[src/rtl/reg_file_32x32_pkg.sv]
// Register-file constants shared by the write-address decoder, this storage
// stage and the datapath.
package reg_file_32x32_pkg;

  localparam int RF_WIDTH  = 32;
  localparam int RF_DEPTH  = 32;
  localparam int RF_ADDR_W = 5;

  // Register 0 reads as zero unless an instance explicitly turns this off.
  localparam bit RF_ZERO_REG = 1'b1;

endpackage

[src/rtl/reg_file_32x32_onehot_chk.sv]
// Classifies a select vector as one-hot or multi-hot without a popcount.
// Clearing the lowest set bit (x & (x-1)) leaves something only when 2+ bits were set.
module onehot_chk #(
  parameter int DEPTH = 32
) (
  input  logic [DEPTH-1:0] X,
  output logic             IsOneHot,
  output logic             IsMulti
);

  logic [DEPTH-1:0] lowCleared;
  logic             anySet;

  always_comb begin
    lowCleared = X & (X - {{(DEPTH-1){1'b0}}, 1'b1});
    anySet     = |X;
    IsMulti    = |lowCleared;
    IsOneHot   = anySet & ~IsMulti;
  end

endmodule

[src/rtl/reg_file_32x32.sv]
// 32x32 register file fed by the registered one-hot write decoder: write data
// is delayed one edge to line up with Sel, reads are asynchronous with write-first bypass.
module reg_file_32x32
  import reg_file_32x32_pkg::*;
#(
  parameter int WIDTH    = RF_WIDTH,
  parameter int DEPTH    = RF_DEPTH,
  parameter bit ZERO_REG = RF_ZERO_REG
) (
  input  logic                 Clk,
  input  logic                 Rst,
  input  logic [DEPTH-1:0]     Sel,
  input  logic [WIDTH-1:0]     WData,
  input  logic [RF_ADDR_W-1:0] RAddA,
  input  logic [RF_ADDR_W-1:0] RAddB,
  output logic [WIDTH-1:0]     RDataA,
  output logic [WIDTH-1:0]     RDataB,
  output logic                 SelErr
);

  logic [WIDTH-1:0] regs [DEPTH];
  logic [WIDTH-1:0] wDataQ;
  logic             isOneHot;
  logic             isMulti;
  logic             bypassA;
  logic             bypassB;

  onehot_chk #(.DEPTH(DEPTH)) u_onehot_chk (
    .X        (Sel),
    .IsOneHot (isOneHot),
    .IsMulti  (isMulti)
  );

  always_ff @(posedge Clk or posedge Rst) begin
    if (Rst) begin
      wDataQ <= '0;
    end else begin
      wDataQ <= WData;
    end
  end

  // Register 0 is never written when hardwired, so its reset value is permanent.
  always_ff @(posedge Clk or posedge Rst) begin
    if (Rst) begin
      for (int i = 0; i < DEPTH; i++) begin
        regs[i] <= '0;
      end
    end else if (isOneHot) begin
      for (int i = 0; i < DEPTH; i++) begin
        if (Sel[i] && !(ZERO_REG && i == 0)) begin
          regs[i] <= wDataQ;
        end
      end
    end
  end

  always_ff @(posedge Clk or posedge Rst) begin
    if (Rst) begin
      SelErr <= 1'b0;
    end else if (isMulti) begin
      SelErr <= 1'b1;
    end
  end

  always_comb begin
    bypassA = isOneHot && Sel[RAddA] && !(ZERO_REG && RAddA == '0);
    bypassB = isOneHot && Sel[RAddB] && !(ZERO_REG && RAddB == '0);
    RDataA  = bypassA ? wDataQ : regs[RAddA];
    RDataB  = bypassB ? wDataQ : regs[RAddB];
  end

endmodule
[config.mk]
export PLATFORM = sky130hd
export DESIGN_NAME = reg_file_32x32
export DESIGN_NICKNAME = d
export VERILOG_FILES = /design/src/rtl/reg_file_32x32_pkg.sv /design/src/rtl/reg_file_32x32_onehot_chk.sv /design/src/rtl/reg_file_32x32.sv
export SDC_FILE = /design/constraint.sdc
export NUM_CORES = 2
export LEC_CHECK = 0
export ABC_CLOCK_PERIOD_IN_PS = 42100
export CAP_MARGIN = 20
export CORE_UTILIZATION = 60
export DETAILED_ROUTE_END_ITERATION = 8
export MAX_ROUTING_LAYER = met4
export PLACE_DENSITY = 0.78
export SYNTH_ARGS = -nofsm -noshare
export SYNTH_HDL_FRONTEND = slang
export SYNTH_SLANG_ARGS = --single-unit
[constraint.sdc]
create_clock -name Clk -period 42.1 [get_ports Clk]
set_input_delay 8.42 -clock Clk [delete_from_list [all_inputs] [get_ports Clk]]
set_output_delay 8.42 -clock Clk [all_outputs]
set_load 0.03 [all_outputs]
## After elaboration in Yosys (flattened, before gate mapping)

Cells that the tools add are included.

- Register bits after elaboration: 1,025
- Input bits: 76
- Output and inout bits: 65
- Word-level logic and storage cells: 96

- Add/subtract/negate cells: 1
- Magnitude comparators: 4
- Mux-type cells: 12
- Bitwise operators: 5
- Reduce and logical (&&, ||, !) cells: 41

Operators with widths:

| kind | number |
|---|---|
| binary-select mux 32 bit (select 5 bit) | 2 |
| two-way mux 32 bit | 6 |
| OR reduction 32 bit | 2 |
| AND reduction 2 bit | 31 |
| AND 32 bit | 1 |
| subtractor 32 x 1 -> 32 bit, second input constant | 1 |
| greater-or-equal comparator 6 bit, second input constant | 2 |
| less-than comparator 5 x 6 -> 1 bit, second input constant | 2 |
| NOT 5 -> 6 bit | 2 |
| binary-select mux 1 bit (select 5 bit) | 2 |
| logical NOT 5 bit | 2 |
| logical AND 1 bit | 4 |
| logical NOT 1 bit | 2 |
| two-way mux 1 bit | 2 |
| AND 1 bit | 1 |
| NOT 1 bit | 1 |

## Longest topological paths before layout

- Word-level depth: 8
- Mapped depth: 11
- Gate-level depth less buffers: 7

## Modules after synthesis

From an unflattened synthesis, not the netlist that was laid out.

- Cell total of the unflattened synthesis: 4,048
- Area, all modules: 54,959.0 sq um

By module, submodules not included:

| module | times used | cells each | area an instance (sq um) | seq. area each (sq um) |
|---|---|---|---|---|
| reg_file_32x32 | 1 | 3,988 | 54,549.8 | 25,649.6 |
| onehot_chk | 1 | 60 | 409.1 | 0.0 |

## Least setup slack after synthesis

Ideal clock, no wire load.

- Path kind: input -> output
- From: input Sel[1]
- To: output RDataA[6]
- Data arrival time: 11.701 ns
- Required time: 33.680 ns
- Path slack: 21.979 ns
- Cell stages on the path: 11
- Path buffers: 4
- Cell sequence: or4_1 -> or4_1 -> clkbuf_1 -> or4_1 -> a211oi_1 -> o22a_1 -> clkbuf_1 -> buf_2 -> nand4_1 -> clkbuf_1 -> mux2_1

- Word-level cells in the longest chain between the ends: 8
- Elaborated cells between the ends (all ways): 11
- Classes of those cells: add/sub: 1; mux: 3; bitwise: 3; reduce/logical: 4

RTL lines:

| what | RTL line | source |
|---|---|---|
| from (decl) | reg_file_32x32.sv:12 | `input logic [DEPTH-1:0] Sel,` |
| subtractor 32 x 1 -> 32 bit | reg_file_32x32_onehot_chk.sv:15 | `lowCleared = X & (X - {{(DEPTH-1){1'b0}}, 1'b1});` |
| AND 32 bit | reg_file_32x32_onehot_chk.sv:15 |  |
| OR reduction 32 bit | reg_file_32x32_onehot_chk.sv:17 | `IsMulti = \|lowCleared;` |
| NOT 1 bit | reg_file_32x32_onehot_chk.sv:18 | `IsOneHot = anySet & ~IsMulti;` |
| AND 1 bit | reg_file_32x32_onehot_chk.sv:18 |  |
| logical AND 1 bit (*) (2 in series) | reg_file_32x32.sv:66 | `bypassA = isOneHot && Sel[RAddA] && !(ZERO_REG && RAddA == '0);` |
| two-way mux 32 bit (*) | reg_file_32x32.sv:68 | `RDataA = bypassA ? wDataQ : regs[RAddA];` |
| to (decl) | reg_file_32x32.sv:16 | `output logic [WIDTH-1:0] RDataA,` |

Every way passes the cells marked *; elsewhere a longest branch is shown, timed or not. The select of a mux whose other input is x is not followed.

## Final worst setup path

- From: input Sel[1]
- To: output RDataB[24]

- Word-level cells in the longest chain between the ends: 8
- Elaborated cells between the ends (all ways): 11
- Classes of those cells: add/sub: 1; mux: 3; bitwise: 3; reduce/logical: 4

RTL lines:

| what | RTL line | source |
|---|---|---|
| subtractor 32 x 1 -> 32 bit | reg_file_32x32_onehot_chk.sv:15 |  |
| AND 32 bit | reg_file_32x32_onehot_chk.sv:15 |  |
| OR reduction 32 bit | reg_file_32x32_onehot_chk.sv:17 |  |
| NOT 1 bit | reg_file_32x32_onehot_chk.sv:18 |  |
| AND 1 bit | reg_file_32x32_onehot_chk.sv:18 |  |
| logical AND 1 bit (*) (2 in series) | reg_file_32x32.sv:67 | `bypassB = isOneHot && Sel[RAddB] && !(ZERO_REG && RAddB == '0);` |
| two-way mux 32 bit (*) | reg_file_32x32.sv:69 | `RDataB = bypassB ? wDataQ : regs[RAddB];` |
| to (decl) | reg_file_32x32.sv:17 | `output logic [WIDTH-1:0] RDataB,` |

Marked as above.

==> results.toml <==
[drt]
detailedRoute.firstPassIterationCount = 5
routed_wirelength_mm = 157.6
via_count = 34150
postRouteAntennaNets = 0
post_drt_via_cell_ratio = 7.448
drt-wirelength-per-cell_um = 34.37
drt_first_iter_violations = 4039
drc = 0

[logic_synthesis]
number_of_enable_flip_flop_cells_after_synthesis = 0
yosys_warnings = 32
ys_seq_area_frac = 0.4658
synth-seq-cells = 1025
most_instantiated_cells_after_synthesis = "1,027 x sky130_fd_sc_hd__mux2_2, 1,025 x sky130_fd_sc_hd__dfrtp_1, 592 x sky130_fd_sc_hd__mux4_2"
synth_nets = 3426
synth_most_common_cell = "sky130_fd_sc_hd__mux2_2"
syn_inst = 3350
biggest_area_consumer_among_synthesized_cells = "sky130_fd_sc_hd__dfrtp_1"
post_synth_num_cell_types = 42
synth_area_per_cell_um2 = 16.44
yosys.area.top_type_share = 0.4658
syn_area_um2 = 55060
synth_top_cells_by_area = "sky130_fd_sc_hd__dfrtp_1 47%, sky130_fd_sc_hd__mux4_2 24%, sky130_fd_sc_hd__mux2_2 21%"
dominantRegCellSynth = "sky130_fd_sc_hd__dfrtp_1"
asyncSetResetFlopFracSynth = 1.000

[die]
initial_utilization = 0.6089
design.core.area_um2 = 90420
die_x_um = 304.9
die_height_um = 304.9
floorplan.die_area_um2 = 92990
std_cell_rows = 110
io_pins = 141

[timing]
timing_max_transition_violations_final = 0
final-setup-viol-count = 0
setup_repair_after_global_routing_missed_its_margin = "false"
timing.fmax_ghz = 0.04635
finalCritPeriodShare = 0.5125
slew-limit-headroom = 0.2418
hold_violations = 0
final_min_period_ns = 21.57
setup_total_negative_slack_ns = 0
pnr_worst_setup_slack_ns = 20.53
skew_ns = 0.01924
tightest_slew_ns = 1.137

[grt]
pin_count_of_the_biggest_net_entering_global_routing = 116
track_usage = 0.3574
grt_antenna_before_repair = 0
grt_pass1_wl_mm = 237.1
vias_in_the_first_global_route = 35770
grt-ovfl-total = 0

[clock_network]
tritoncts = "yes"
clkSinkCount = 1025
cts-resized-gates = 0
cts.reportedPaths.clkPinSlew_ns = 0.06
ctsLongestPathBuffers = 3
cts_setup_buffers = 0
insertion_delay_ns = 0.68
cts_root_buffer = "sky130_fd_sc_hd__clkbuf_16"
cts-buffers-inserted = 109
number_of_buffers_inserted_for_hold_repair_after_clock_tree_synthesis = 0
cts_htree_levels = 3

[job]
timing.max_cap.violations = 0

[cells_and_area]
register_area_um2 = 25650
footprint_of_the_multi_input_gates_um2 = 28040
final_nets = 3391
post-route-cell-area_um2 = 61120
flow.area_growth_from_synthesis_pct = 11.01
fillCellCount = 5830
drive_gt1_frac = 0.5588

[setup_path]
worst-setup-path-type = "input pin to output port"
cp_data_arrival_time_ns = 13.15
startpoint_type = "input pin"
endpoint_type_of_the_worst_setup_path = "output port"
worstPathRequired_ns = 33.68
crit_path_max_fanout = 32

[placement]
half_perimeter_wire_length_after_detailed_placement_mm = 81.18
worst_slack_at_placement_ns = 20.20
total_cell_area_at_the_placement_stage_um2 = 57200
globalplace.congestion = 0.9032
placement.io_buffers = 140

[pwr]
pwr-share-comb = 0.060
power_frac_clock = 0.467
cellInternalPower_uw = 1636
worst_ir_drop_on_vdd_mv = 0.03172
power_frac_seq = 0.472
pwr_density_cell_nw_per_um2 = 34.93
swShare = 0.2338
switching_power_uw = 499.1
total_leakage_power_uw = 0.02850

[run_status]
run_status = "completed"

[worst_hold_path]
worst_min_delay_path_class = "register to register"
==> stage by stage <==
stage                     hold slack, ns    util  power [uW]  instances
final                             0.5023  0.6759        2135       4585
after global routing              0.4997  0.6759        2195       4583
after CTS                         0.4854  0.6740        2143       4576
after detailed placement          0.4662  0.6326        1153       4373
after global placement            0.4600  0.6326        1148       4373
after floorplan                   0.4758       -        1110       3350
==> layout by cell type (no fill, tap or decap), types with 4 or more instances in the layout <==
cell type                            n
sky130_fd_sc_hd__a211oi_1            4
sky130_fd_sc_hd__bufinv_16          11
sky130_fd_sc_hd__clkbuf_8           27
sky130_fd_sc_hd__mux4_2            592
sky130_fd_sc_hd__mux2_2           1027
sky130_fd_sc_hd__or3_1               4
sky130_fd_sc_hd__clkinvlp_4          5
sky130_fd_sc_hd__buf_16              5
sky130_fd_sc_hd__buf_4              77
sky130_fd_sc_hd__inv_6               4
sky130_fd_sc_hd__buf_6               4
sky130_fd_sc_hd__nand4_1            33
sky130_fd_sc_hd__clkdlybuf4s50_1   130
sky130_fd_sc_hd__or4_1               8
sky130_fd_sc_hd__mux2_1            159
sky130_fd_sc_hd__a21oi_1             6
sky130_fd_sc_hd__clkinv_2           23
sky130_fd_sc_hd__clkbuf_16         110
sky130_fd_sc_hd__o21ai_0             4
sky130_fd_sc_hd__nor2_1              4
sky130_fd_sc_hd__buf_8               5
sky130_fd_sc_hd__clkbuf_1           22
sky130_fd_sc_hd__nor3_1              8
sky130_fd_sc_hd__dfrtp_1          1025
sky130_fd_sc_hd__a22o_1             66
==> area by class of cell <==
type	count	share of cell area
Timing Repair Buffer	226	0.03611
Clock buffer	159	0.05247
Sequential cell	1025	0.4197
Tap cell	1176	0.02407
Inverter	1	0.0001842
Multi-Input combinational cell	1952	0.4587
Clock inverter	44	0.008741
Antenna cell	2	0.00008188
==> flip-flops by register name (all words and copies together) (netlist names) <==
signal / cells
regs: 992
SelErr: 1
wDataQ: 32
==> logic make-up after synthesis <==
group / synth area share
fa+ha+maj: 0.0001818
simple gates: 0.008249
flops: 0.4658
compound gates: 0.01461
buf+inv: 0.02588
mux: 0.4852
==> power by group through the flow <==
stage | clock network [uW] | logic (uW) | registers, uW
after global placement | 0 | 123 | 1020
after global routing | 1050 | 137 | 1010
final | 998 | 129 | 1010
after floorplan | 0 | 92.7 | 1020
after CTS | 1010 | 127 | 1010
after detailed placement | 0 | 126 | 1030
==> layer usage <==
layer  wire length [um]  vias up  part of all wire  global-route usage
li1                   -    13170                 -                   -
met1              63640    18590              0.40              0.5085
met2              72440     1955              0.46              0.5193
met3              15250      430             0.097             0.06898
met4               6237        0             0.040              0.1283
met5                  0        -                 0                   -
==> worst max-delay path: stages <==
cell,delay (ns)
sky130_fd_sc_hd__clkdlybuf4s50_1,0.51
sky130_fd_sc_hd__or4_1,0.63
sky130_fd_sc_hd__or4_1,0.58
sky130_fd_sc_hd__o41a_1,0.46
sky130_fd_sc_hd__o2bb2ai_2,0.47
sky130_fd_sc_hd__buf_8,0.25
sky130_fd_sc_hd__and3_1,0.22
sky130_fd_sc_hd__o2111ai_4,0.12
sky130_fd_sc_hd__buf_4,0.42
sky130_fd_sc_hd__mux2_1,0.43
sky130_fd_sc_hd__clkdlybuf4s50_1,0.60
==> path summary, 6_finish.rpt <==
path / from / endpoint / slack (ns) / depth (start not counted)
setup / recovery: Sel[1] / RDataB[24] / 20.53 / 11
hold / removal: SelErr / SelErr / 0.50 / 1
setup reg to reg: wDataQ[3] / regs[643] / 40.60 / 1
hold reg to reg: SelErr / SelErr / 0.50 / 1
max in group asynchronous: Rst / regs[38] / 30.50 / 8
min in group asynchronous: Rst / regs[824] / 8.28 / 2
No activity file was read; power rests on OpenSTA's default activity.
